[config.mk]
export PLATFORM = sky130hd
export DESIGN_NAME = time_set_ctrl
export DESIGN_NICKNAME = d
export VERILOG_FILES = /design/src/rtl/clock_pkg.sv /design/src/rtl/time_set_ctrl_btn_debounce.sv /design/src/rtl/time_set_ctrl.sv
export SDC_FILE = /design/constraint.sdc
export NUM_CORES = 1
export LEC_CHECK = 0
export CAP_MARGIN = 20
export CORE_MARGIN = 5
export CORE_UTILIZATION = 65
export CTS_BUF_LIST = sky130_fd_sc_hd__clkbuf_16
export CTS_CLUSTER_DIAMETER = 120
export CTS_CLUSTER_SIZE = 20
export DETAILED_ROUTE_END_ITERATION = 7
export PLACE_DENSITY = 0.85
export SETUP_SLACK_MARGIN = 0.1
export SLEW_MARGIN = 20
export SYNTH_ARGS = -nofsm -noshare
export SYNTH_HDL_FRONTEND = slang
export SYNTH_SLANG_ARGS = --single-unit
[constraint.sdc]
create_clock -name clk -period 6.8 [get_ports clk]
set_input_delay 1.36 -clock clk [delete_from_list [all_inputs] [get_ports clk]]
set_output_delay 1.36 -clock clk [all_outputs]
set_load 0.005 [all_outputs]
[src/rtl/clock_pkg.sv]
// Shared types and BCD helpers for the front-panel time-setting path.
package clock_pkg;

  typedef enum logic [1:0] {
    RUN    = 2'd0,
    EDIT_H = 2'd1,
    EDIT_M = 2'd2,
    COMMIT = 2'd3
  } set_state_t;

  function automatic int ms_cnt_w(input int max_val);
    return (max_val < 2) ? 1 : $clog2(max_val + 1);
  endfunction

  // Any out-of-range input restarts the field at 00.
  function automatic logic [5:0] bcd_hour_inc(input logic [1:0] t, input logic [3:0] u);
    logic [5:0] r;
    if ((t == 2'd3) || (u > 4'd9) || ((t == 2'd2) && (u >= 4'd3))) begin
      r = 6'd0;
    end else if (u == 4'd9) begin
      r = {t + 2'd1, 4'd0};
    end else begin
      r = {t, u + 4'd1};
    end
    return r;
  endfunction

  function automatic logic [6:0] bcd_min_inc(input logic [2:0] t, input logic [3:0] u);
    logic [6:0] r;
    if ((t > 3'd5) || (u > 4'd9) || ((t == 3'd5) && (u == 4'd9))) begin
      r = 7'd0;
    end else if (u == 4'd9) begin
      r = {t + 3'd1, 4'd0};
    end else begin
      r = {t, u + 4'd1};
    end
    return r;
  endfunction

endpackage

[src/rtl/time_set_ctrl_btn_debounce.sv]
// Button conditioner: 2-FF synchroniser, stability counter, 1-cycle pulse on the debounced press.
module btn_debounce
  import clock_pkg::*;
#(
  parameter int DEB_CYC = 20000
) (
  input  logic i_clk,
  input  logic i_rst_n,
  input  logic i_btn_n,
  output logic o_level,
  output logic o_press
);

  localparam int CW = ms_cnt_w(DEB_CYC);
  localparam logic [CW-1:0] CNT_LAST = CW'(DEB_CYC - 1);

  logic          r_sync1;
  logic          r_sync2;
  logic          r_level;
  logic          r_press;
  logic [CW-1:0] r_cnt;
  logic          w_diff;
  logic          w_settle;

  assign w_diff   = r_sync2 ^ r_level;
  assign w_settle = w_diff && (r_cnt == CNT_LAST);

  // Level only follows the synchronised input after it has held still long enough.
  always_ff @(posedge i_clk or negedge i_rst_n) begin
    if (!i_rst_n) begin
      r_sync1 <= 1'b1;
      r_sync2 <= 1'b1;
      r_level <= 1'b1;
      r_press <= 1'b0;
      r_cnt   <= {CW{1'b0}};
    end else begin
      r_sync1 <= i_btn_n;
      r_sync2 <= r_sync1;
      r_press <= w_settle && r_level;
      if (!w_diff) begin
        r_cnt <= {CW{1'b0}};
      end else if (w_settle) begin
        r_cnt   <= {CW{1'b0}};
        r_level <= r_sync2;
      end else begin
        r_cnt <= r_cnt + 1'b1;
      end
    end
  end

  assign o_level = r_level;
  assign o_press = r_press;

endmodule

[src/rtl/time_set_ctrl.sv]
// Front-panel time-setting controller: edit FSM, auto-repeat, blink and idle abort.
module time_set_ctrl
  import clock_pkg::*;
#(
  parameter int CLK_HZ     = 1_000_000,
  parameter int DEB_MS     = 20,
  parameter int HOLD_MS    = 600,
  parameter int REPEAT_MS  = 150,
  parameter int BLINK_MS   = 250,
  parameter int TIMEOUT_MS = 10000
) (
  input  logic       clk,
  input  logic       rst_n,
  input  logic       btn_mode_n,
  input  logic       btn_inc_n,
  input  logic [1:0] cur_hour_t,
  input  logic [3:0] cur_hour_u,
  input  logic [2:0] cur_min_t,
  input  logic [3:0] cur_min_u,
  output logic       run_en,
  output logic       set_load,
  output logic [1:0] set_hour_t,
  output logic [3:0] set_hour_u,
  output logic [2:0] set_min_t,
  output logic [3:0] set_min_u,
  output logic [1:0] blink_mask
);

  localparam int TICK_DIV = CLK_HZ / 1000;
  localparam int DEB_CYC  = (DEB_MS * CLK_HZ) / 1000;
  localparam int TW = ms_cnt_w(TICK_DIV);
  localparam int HW = ms_cnt_w(HOLD_MS);
  localparam int RW = ms_cnt_w(REPEAT_MS);
  localparam int BW = ms_cnt_w(BLINK_MS);
  localparam int IW = ms_cnt_w(TIMEOUT_MS);
  localparam logic [TW-1:0] TICK_LAST  = TW'(TICK_DIV - 1);
  localparam logic [HW-1:0] HOLD_LAST  = HW'(HOLD_MS - 1);
  localparam logic [RW-1:0] REP_LAST   = RW'(REPEAT_MS - 1);
  localparam logic [BW-1:0] BLINK_LAST = BW'(BLINK_MS - 1);
  localparam logic [IW-1:0] IDLE_LAST  = IW'(TIMEOUT_MS - 1);

  set_state_t    r_state;
  set_state_t    w_state_nxt;
  logic          r_run_en, r_set_load;
  logic [1:0]    r_hour_t;
  logic [3:0]    r_hour_u;
  logic [2:0]    r_min_t;
  logic [3:0]    r_min_u;
  logic [1:0]    r_mask;
  logic [TW-1:0] r_tick_cnt;
  logic          r_tick;
  logic [HW-1:0] r_hold_cnt;
  logic [RW-1:0] r_rep_cnt;
  logic          r_rep_on;
  logic [BW-1:0] r_blink_cnt;
  logic          r_blink_off;
  logic [IW-1:0] r_idle_cnt;

  logic       w_press_mode, w_press_inc, w_mode_level, w_inc_level;
  logic       w_edit, w_entry, w_hold_act, w_repeat, w_inc_evt, w_timeout, w_bump;
  logic       w_run_en_nxt, w_set_load_nxt;
  logic [5:0] w_hour_nxt;
  logic [6:0] w_min_nxt;
  logic [1:0] w_mask_nxt;

  btn_debounce #(.DEB_CYC(DEB_CYC)) u_deb_mode (
    .i_clk   (clk),
    .i_rst_n (rst_n),
    .i_btn_n (btn_mode_n),
    .o_level (w_mode_level),
    .o_press (w_press_mode)
  );

  btn_debounce #(.DEB_CYC(DEB_CYC)) u_deb_inc (
    .i_clk   (clk),
    .i_rst_n (rst_n),
    .i_btn_n (btn_inc_n),
    .o_level (w_inc_level),
    .o_press (w_press_inc)
  );

  assign w_edit     = (r_state == EDIT_H) || (r_state == EDIT_M);
  assign w_entry    = (w_state_nxt != r_state);
  assign w_hold_act = w_edit && !w_inc_level && w_mode_level;
  assign w_repeat   = w_hold_act && r_tick &&
                      (r_rep_on ? (r_rep_cnt == REP_LAST) : (r_hold_cnt == HOLD_LAST));
  assign w_inc_evt  = w_press_inc || w_repeat;
  assign w_timeout  = w_edit && r_tick && (r_idle_cnt == IDLE_LAST);

  always_ff @(posedge clk or negedge rst_n) begin
    if (!rst_n) begin
      r_tick_cnt <= {TW{1'b0}};
      r_tick     <= 1'b0;
    end else if (r_tick_cnt == TICK_LAST) begin
      r_tick_cnt <= {TW{1'b0}};
      r_tick     <= 1'b1;
    end else begin
      r_tick_cnt <= r_tick_cnt + 1'b1;
      r_tick     <= 1'b0;
    end
  end

  // First repeat after HOLD_MS of continuous hold, then one every REPEAT_MS.
  always_ff @(posedge clk or negedge rst_n) begin
    if (!rst_n) begin
      r_hold_cnt <= {HW{1'b0}};
      r_rep_cnt  <= {RW{1'b0}};
      r_rep_on   <= 1'b0;
    end else if (!w_hold_act) begin
      r_hold_cnt <= {HW{1'b0}};
      r_rep_cnt  <= {RW{1'b0}};
      r_rep_on   <= 1'b0;
    end else if (r_tick) begin
      if (!r_rep_on) begin
        if (w_repeat) begin
          r_rep_on   <= 1'b1;
          r_hold_cnt <= {HW{1'b0}};
        end else begin
          r_hold_cnt <= r_hold_cnt + 1'b1;
        end
      end else if (w_repeat) begin
        r_rep_cnt <= {RW{1'b0}};
      end else begin
        r_rep_cnt <= r_rep_cnt + 1'b1;
      end
    end
  end

  always_ff @(posedge clk or negedge rst_n) begin
    if (!rst_n) begin
      r_idle_cnt <= {IW{1'b0}};
    end else if (w_press_mode || w_press_inc || w_repeat || w_entry || !w_edit) begin
      r_idle_cnt <= {IW{1'b0}};
    end else if (r_tick) begin
      r_idle_cnt <= r_idle_cnt + 1'b1;
    end
  end

  // Blink restarts in the visible phase so the user sees each new value immediately.
  always_ff @(posedge clk or negedge rst_n) begin
    if (!rst_n) begin
      r_blink_cnt <= {BW{1'b0}};
      r_blink_off <= 1'b0;
    end else if (w_entry || w_bump || !w_edit) begin
      r_blink_cnt <= {BW{1'b0}};
      r_blink_off <= 1'b0;
    end else if (r_tick) begin
      if (r_blink_cnt == BLINK_LAST) begin
        r_blink_cnt <= {BW{1'b0}};
        r_blink_off <= ~r_blink_off;
      end else begin
        r_blink_cnt <= r_blink_cnt + 1'b1;
      end
    end
  end

  always_comb begin
    w_state_nxt    = r_state;
    w_run_en_nxt   = r_run_en;
    w_set_load_nxt = 1'b0;
    w_hour_nxt     = {r_hour_t, r_hour_u};
    w_min_nxt      = {r_min_t, r_min_u};
    w_bump         = 1'b0;
    case (r_state)
      RUN: begin
        if (w_press_mode) begin
          w_state_nxt  = EDIT_H;
          w_run_en_nxt = 1'b0;
          w_hour_nxt   = {cur_hour_t, cur_hour_u};
          w_min_nxt    = {cur_min_t, cur_min_u};
        end else begin
          w_state_nxt = RUN;
        end
      end
      EDIT_H: begin
        if (w_press_mode) begin
          w_state_nxt = EDIT_M;
        end else if (w_inc_evt) begin
          w_hour_nxt = bcd_hour_inc(r_hour_t, r_hour_u);
          w_bump     = 1'b1;
        end else if (w_timeout) begin
          w_state_nxt  = RUN;
          w_run_en_nxt = 1'b1;
        end else begin
          w_state_nxt = EDIT_H;
        end
      end
      EDIT_M: begin
        if (w_press_mode) begin
          w_state_nxt = COMMIT;
        end else if (w_inc_evt) begin
          w_min_nxt = bcd_min_inc(r_min_t, r_min_u);
          w_bump    = 1'b1;
        end else if (w_timeout) begin
          w_state_nxt  = RUN;
          w_run_en_nxt = 1'b1;
        end else begin
          w_state_nxt = EDIT_M;
        end
      end
      COMMIT: begin
        w_state_nxt    = RUN;
        w_set_load_nxt = 1'b1;
        w_run_en_nxt   = 1'b1;
      end
      default: begin
        w_state_nxt  = RUN;
        w_run_en_nxt = 1'b1;
      end
    endcase
  end

  always_comb begin
    w_mask_nxt = 2'b00;
    if (r_blink_off) begin
      case (r_state)
        EDIT_H:  w_mask_nxt = 2'b10;
        EDIT_M:  w_mask_nxt = 2'b01;
        default: w_mask_nxt = 2'b00;
      endcase
    end else begin
      w_mask_nxt = 2'b00;
    end
  end

  always_ff @(posedge clk or negedge rst_n) begin
    if (!rst_n) begin
      r_state    <= RUN;
      r_run_en   <= 1'b1;
      r_set_load <= 1'b0;
      r_hour_t   <= 2'd0;
      r_hour_u   <= 4'd0;
      r_min_t    <= 3'd0;
      r_min_u    <= 4'd0;
      r_mask     <= 2'b00;
    end else begin
      r_state                <= w_state_nxt;
      r_run_en               <= w_run_en_nxt;
      r_set_load             <= w_set_load_nxt;
      {r_hour_t, r_hour_u}   <= w_hour_nxt;
      {r_min_t, r_min_u}     <= w_min_nxt;
      r_mask                 <= w_mask_nxt;
    end
  end

  assign run_en     = r_run_en;
  assign set_load   = r_set_load;
  assign set_hour_t = r_hour_t;
  assign set_hour_u = r_hour_u;
  assign set_min_t  = r_min_t;
  assign set_min_u  = r_min_u;
  assign blink_mask = r_mask;

endmodule

Yosys cells after proc, flatten, opt, wreduce, memory -nomap -nowiden
Index checks and enable logic that the tools add are counted.
- input port bits: 17
- register bits after elaboration: 110
- order comparisons: 4
- equality and inequality tests: 29
- add/subtract/negate cells: 11
- multiplexer cells: 58
- reductions and logical operators: 43
- bitwise operators: 3
- operators with widths (cell ; number):
    $mux 15 ; 4
    $mux 8 ; 7
    $mux 10 ; 5
    $mux 7 ; 5
    $add 15x1->15 const B ; 2
    $eq 15x15->1 const B ; 2
    $mux 6 ; 5
    $mux 14 ; 2
    $add 10x1->10 const B ; 2
    $eq 10x10->1 const B ; 2
    $mux 1 ; 19
    $ne 2x2->1 const B ; 9
    $add 8x1->8 const B ; 2
    $eq 8x8->1 const B ; 2
    $add 14x1->14 const B ; 1
    $eq 14x14->1 const B ; 1
    $pmux 7 s2 ; 1
    $logic_and 1x1->1 ; 12
    $logic_or 1x1->1 ; 12
    $mux 2 ; 6
    $pmux 6 s2 ; 1
    $reduce_and 4->1 ; 3
    $reduce_and 2->1 ; 5
    $reduce_and 5->1 ; 2
    22 further kinds ; 36

Longest topological paths before layout
- word-level depth: 15
- gate-level depth with buffers: 9
- mapped depth without buffers: 7

Modules after synthesis
Synthesis repeated with hierarchy kept, for this count alone.
- cell total of the unflattened synthesis: 609
- area total of the unflattened synthesis: 5858.1 µm²
- by module, submodules not included (module ; times used ; seq. area each (µm²) ; cells an instance ; area an instance (µm²)):
    time_set_ctrl ; 1 ; 1803.0 ; 445 ; 4096.4
    btn_debounce ; 2 ; 479.2 ; 82 ; 880.8

Worst setup path before layout
Ideal clock, no wire load.
- path kind: register -> register
- start: register r_state[0]
- end: register r_hour_t[0], in the netlist set_hour_t[0]
- library setup time: 126 ps
- data arrival time: 2298 ps
- slack: 4376 ps
- clock period less this slack: 2424 ps
- path buffers: 1
- stages on the path, launching flop included: 9
- cells stage by stage: dfrtp_1 -> inv_1 -> ha_1 -> nand4b_1 -> nor4_4 -> o31ai_2 -> and2_4 -> buf_6 -> o32a_1
- word-level cells in the longest chain between the ends: 9
- elaborated cells on any way between the ends: 16
- RTL lines (element ; line ; RTL):
    from (decl) ; time_set_ctrl.sv:42 ; set_state_t r_state;
    from (signal assigned) ; time_set_ctrl.sv:237 ; r_state <= w_state_nxt;
    $eq 2x1->1 / $eq 2x2->1 (equally long branches) ; time_set_ctrl.sv:82, time_set_ctrl.sv:164 ;
    $logic_or 1x1->1 ; time_set_ctrl.sv:82 ; assign w_edit = (r_state == EDIT_H) || (r_state == EDIT_M);
    $logic_and 1x1->1 (2 in a row) ; time_set_ctrl.sv:84 ; assign w_hold_act = w_edit && !w_inc_level && w_mode_level;
    $logic_and 1x1->1 (2 in a row) ; time_set_ctrl.sv:85 ; assign w_repeat = w_hold_act && r_tick &&
    $logic_or 1x1->1 ; time_set_ctrl.sv:87 ; assign w_inc_evt = w_press_inc || w_repeat;
    $ne 2x2->1 (no line) ; - ;
    $reduce_and 5->1 (no line) ; - ;
    to (signal assigned) ; time_set_ctrl.sv:240 ; {r_hour_t, r_hour_u} <= w_hour_nxt;
    to (decl) ; time_set_ctrl.sv:45 ; logic [1:0] r_hour_t;
Parallel ways exist; a longest one is shown, timed or not.
A chain may end at the register's enable or synchronous reset.

Worst setup path in the final report
- start: register r_state[0]
- end: register r_idle_cnt[10]
- word-level cells in the longest chain between the ends: 14
- elaborated cells on any way between the ends: 26
- RTL lines (element ; line ; RTL):
    $eq 2x1->1 / $eq 2x2->1 (equally long branches) ; time_set_ctrl.sv:82, time_set_ctrl.sv:164 ;
    $logic_or 1x1->1 ; time_set_ctrl.sv:82 ;
    $logic_and 1x1->1 (2 in a row) ; time_set_ctrl.sv:84 ;
    $logic_and 1x1->1 (2 in a row) ; time_set_ctrl.sv:85 ;
    $logic_or 1x1->1 ; time_set_ctrl.sv:87 ;
    $mux 2, on equally long branches ; time_set_ctrl.sv:191, time_set_ctrl.sv:178 ;
    $mux 2, on equally long branches ; time_set_ctrl.sv:189, time_set_ctrl.sv:176 ;
    $pmux 2 s4 ; time_set_ctrl.sv:164 ; case (r_state)
    $ne 2x2->1 ; time_set_ctrl.sv:83 ; assign w_entry = (w_state_nxt != r_state);
    $logic_or 1x1->1 ; time_set_ctrl.sv:132 ; end else if (w_press_mode || w_press_inc || w_repeat || w_entry || !w_edit) begin
    $logic_or 1x1->1 (*) ; time_set_ctrl.sv:132 ;
    $mux 14 / $reduce_bool 2->1 (equally long branches) ; - ;
    to (signal assigned) ; time_set_ctrl.sv:131 ; r_idle_cnt <= {IW{1'b0}};
    to (signal assigned) ; time_set_ctrl.sv:133 ; r_idle_cnt <= {IW{1'b0}};
    to (signal assigned) ; time_set_ctrl.sv:135 ; r_idle_cnt <= r_idle_cnt + 1'b1;
    to (decl) ; time_set_ctrl.sv:57 ; logic [IW-1:0] r_idle_cnt;
Mark *: on every way between the ends. The rest lies on a longest branch, timed or not.

==> flow_metrics.py <==
metrics = {
    "worst_setup_path": {
        "reg2reg_setup_slack_ns": 3.58,
        "r2r_cells": 7,
        "worstPathRequired_ns": 7.03,
        "start_kind": "flip-flop",
        "r2r_start": "r_state[0]$_DFF_PN0_",
        "r2r-end": "r_idle_cnt[10]$_DFFE_PN0P_",
        "critPathLaunch": "r_state[0]$_DFF_PN0_",
        "critical_path.max_fanout": 14,
        "crit_path_end_kind": "flip-flop",
        "crit_end": "r_idle_cnt[10]$_DFFE_PN0P_",
        "crit_arrival_ns": 3.45,
        "setup.worst_path.class": "flip-flop to flip-flop",
    },
    "worst_hold_path": {
        "hp-class": "flip-flop to flip-flop",
        "min_path_cells": 0,
    },
    "sta": {
        "worst_pin_slew_ns": 1.14,
        "fin_tns_setup_ns": 0,
        "min_period_ns": 3.22,
        "finalClockSkew_ns": 0.0116,
        "final_max_slew_viol_count": 0,
        "fmax_mhz": 311,
        "final_hold_viol_count": 0,
        "setup_viol": 0,
        "hold_ws_ns": 0.356,
        "finalCritPeriodShare": 0.473,
        "relSlewSlack": 0.234,
        "rsz0062_at_grt": "false",
        "layout_setup_ws_ns": 3.58,
    },
    "route": {
        "route.detailed.wl_per_inst_um": 16.0,
        "drt_first_pass_iters": 4,
        "drc": 0,
        "drt_iter0_markers": 273,
        "vias": 4873,
        "drt_wl_total_um": 12400,
        "viasPerCell": 6.26,
        "detail-route-antenna-nets": 0,
    },
    "logic_synthesis": {
        "async_reset_ff_frac": 1.00,
        "synth_seq_cells": 110,
        "syn_area_per_cell_um2": 9.44,
        "synth_top_area_cell": "dfrtp_1",
        "synth-seq-area-share": 0.460,
        "synth.top_cell.area_share": 0.430,
        "netlist_top_cells_area": "dfrtp_1, nor2_1, xnor2_1, xor2_1, ha_1",
        "synth_cells": 636,
        "netlist_top_cells_count": "dfrtp_1, nor2_1, nand2_1, inv_1, nand3_1",
        "synth.most_common_cell": "dfrtp_1",
        "yosys_warnings": 0,
        "synthFlopType": "dfrtp_1",
        "synth-edff-count": 0,
        "syn_nets": 671,
        "synth_area_um2": 6000,
        "ys_types": 68,
    },
    "final_layout": {
        "multiInputGateArea_um2": 3030,
        "nNetsFinal": 698,
        "num-fill-cells": 653,
        "fin_cells": 779,
        "drive_above_1_share": 0.0689,
        "antenna_cells": 0,
        "final-seq-area_um2": 2760,
        "area_delta_synth_final_pct": 11.4,
    },
    "floorplanning": {
        "rows": 35,
        "die_w_um": 106,
        "die_area_um2": 11300,
        "core_area_um2": 9110,
        "die_y_um": 106,
        "start_util": 0.659,
        "ioPinCount": 34,
    },
    "cts": {
        "cts_setup_buffers": 0,
        "clock_path_buffers": 2,
        "clkLatencyLatePin_ns": 0.35,
        "cts-buffers-inserted": 9,
        "ctsResizeCount": 0,
        "cts_tree": "built",
        "clockRootBuffer": "clkbuf_16",
        "clk_pin_slew_ns": 0.07,
        "holdBufCountCts": 0,
        "cts_sinks": 110,
        "cts.htree.levels": 3,
    },
    "global_route": {
        "grt_use_total": 0.234,
        "grt_pass1_vias": 4794,
        "grt_pass1_wl_um": 22000,
        "grt_max_degree": 86,
        "grt_overflow": 0,
        "antenna_found_initial": 0,
    },
    "pwr": {
        "p_leak_nw": 2.74,
        "irDropWorstVdd_mv": 0.146,
        "p_per_area_nw_per_um2": 181,
        "total_power_mw": 1.21,
    },
    "place": {
        "preCtsSetupSlack_ns": 3.73,
        "hpwlAfterDp_um": 8680,
        "post-place-cells": 763,
        "gp_congestion": 0.911,
        "io_buffers": 33,
    },
    "run": {
        "maxCapViolations": 0,
    },
    "status": {
        "status": "complete, no violations",
    },
}
[flip-flops by register name, indices dropped and copies added (netlist names), 2 cells and up]
name	count
blink_mask	2
r_blink_cnt	8
u_deb_inc.r_cnt	15
r_hold_cnt	10
r_state	2
set_hour_u	4
u_deb_mode.r_cnt	15
r_rep_cnt	8
set_hour_t	2
set_min_u	4
r_idle_cnt	14
r_tick_cnt	10
set_min_t	3
[critical path: stages, from the launching register on]
cell      delay, ns
dfrtp_1        0.49
inv_1          0.15
ha_1           0.42
nand4b_1       0.22
nor3_2         0.13
nor3_1         0.60
nand4_1        0.68
nor3_1         0.42
[final cells by class]
cell class,count,area share
clock buffer,9,0.0337
clock inverter,7,0.00992
inverter,35,0.0196
multi-input combinational,473,0.452
sequential,110,0.413
tap,111,0.0208
timing repair buffer,34,0.0507
[power by group]
part           total, mW  internal [mW]  switching [mW]
Clock              0.515          0.284           0.232
Combinational     0.0340         0.0138          0.0203
Sequential         0.662          0.659         0.00336
Total               1.21          0.957           0.255
[cell families (layout without fill, tap and decap cells)]
logic type / count (synthesis) / after routing / synth area share
mux: 11 / 11 / 0.0200
fa+ha+maj: 18 / 18 / 0.0375
simple gates: 285 / 285 / 0.248
compound gates: 103 / 103 / 0.117
xor+xnor: 56 / 56 / 0.0817
buf+inv: 53 / 85 / 0.0357
flops: 110 / 110 / 0.460
[cell usage in the layout (no fill, tap or decap), drive strengths merged, types with 4 or more instances in the layout]
master / Yosys / final
nand2: 49 / 49
o21ai: 12 / 12
a31oi: 9 / 9
nor3: 34 / 34
dfrtp: 103 / 103
mux2: 8 / 8
nor2: 72 / 72
dfstp: 7 / 7
nand3b: 4 / 4
and3: 12 / 12
a21oi: 27 / 27
and2: 10 / 10
nor4: 8 / 8
ha: 18 / 18
o31ai: 4 / 4
nand4: 19 / 19
inv: 35 / 38
clkbuf: 12 / 9
o22ai: 13 / 13
nor2b: 4 / 4
xnor2: 28 / 28
xor2: 28 / 28
clkdlybuf4s50: 0 / 32
and4: 4 / 4
or2: 5 / 5
or3: 4 / 4
nand2b: 6 / 6
nand4b: 5 / 5
nand3: 35 / 35
o2bb2ai: 5 / 5
[layer usage]
metal	share of wire	vias to the layer above	routed length [µm]	global-route usage
li1	-	2335	-	-
met1	0.44	2386	5510	0.301
met2	0.49	119	6080	0.395
met3	0.043	33	530	0.0346
met4	0.027	0	330	0.103
met5	0	-	0	0
[per-stage QoR]
step | utilization | cell area (µm²)
after floorplan | - | 6000
final | 0.734 | 6690
after global placement | 0.702 | 6390
after CTS | 0.734 | 6680
after detailed placement | 0.702 | 6390
after global routing | 0.734 | 6690
[worst min-delay path by stage]
| stage | from | to | slack [ns] |
|---|---|---|---|
| final | u_deb_mode.r_sync1$_DFF_PN1_ | u_deb_mode.r_sync2$_DFF_PN1_ | 0.36 |
| after detailed placement | u_deb_mode.r_sync1$_DFF_PN1_ | u_deb_mode.r_sync2$_DFF_PN1_ | 0.35 |
| after global placement | u_deb_mode.r_sync1$_DFF_PN1_ | u_deb_mode.r_sync2$_DFF_PN1_ | 0.35 |
| after floorplan | u_deb_inc.r_sync1$_DFF_PN1_ | u_deb_inc.r_sync2$_DFF_PN1_ | 0.35 |
| after CTS | u_deb_mode.r_sync1$_DFF_PN1_ | u_deb_mode.r_sync2$_DFF_PN1_ | 0.36 |
| after global routing | u_deb_mode.r_sync1$_DFF_PN1_ | u_deb_mode.r_sync2$_DFF_PN1_ | 0.36 |
No activity file was read; power rests on OpenSTA's default activity.
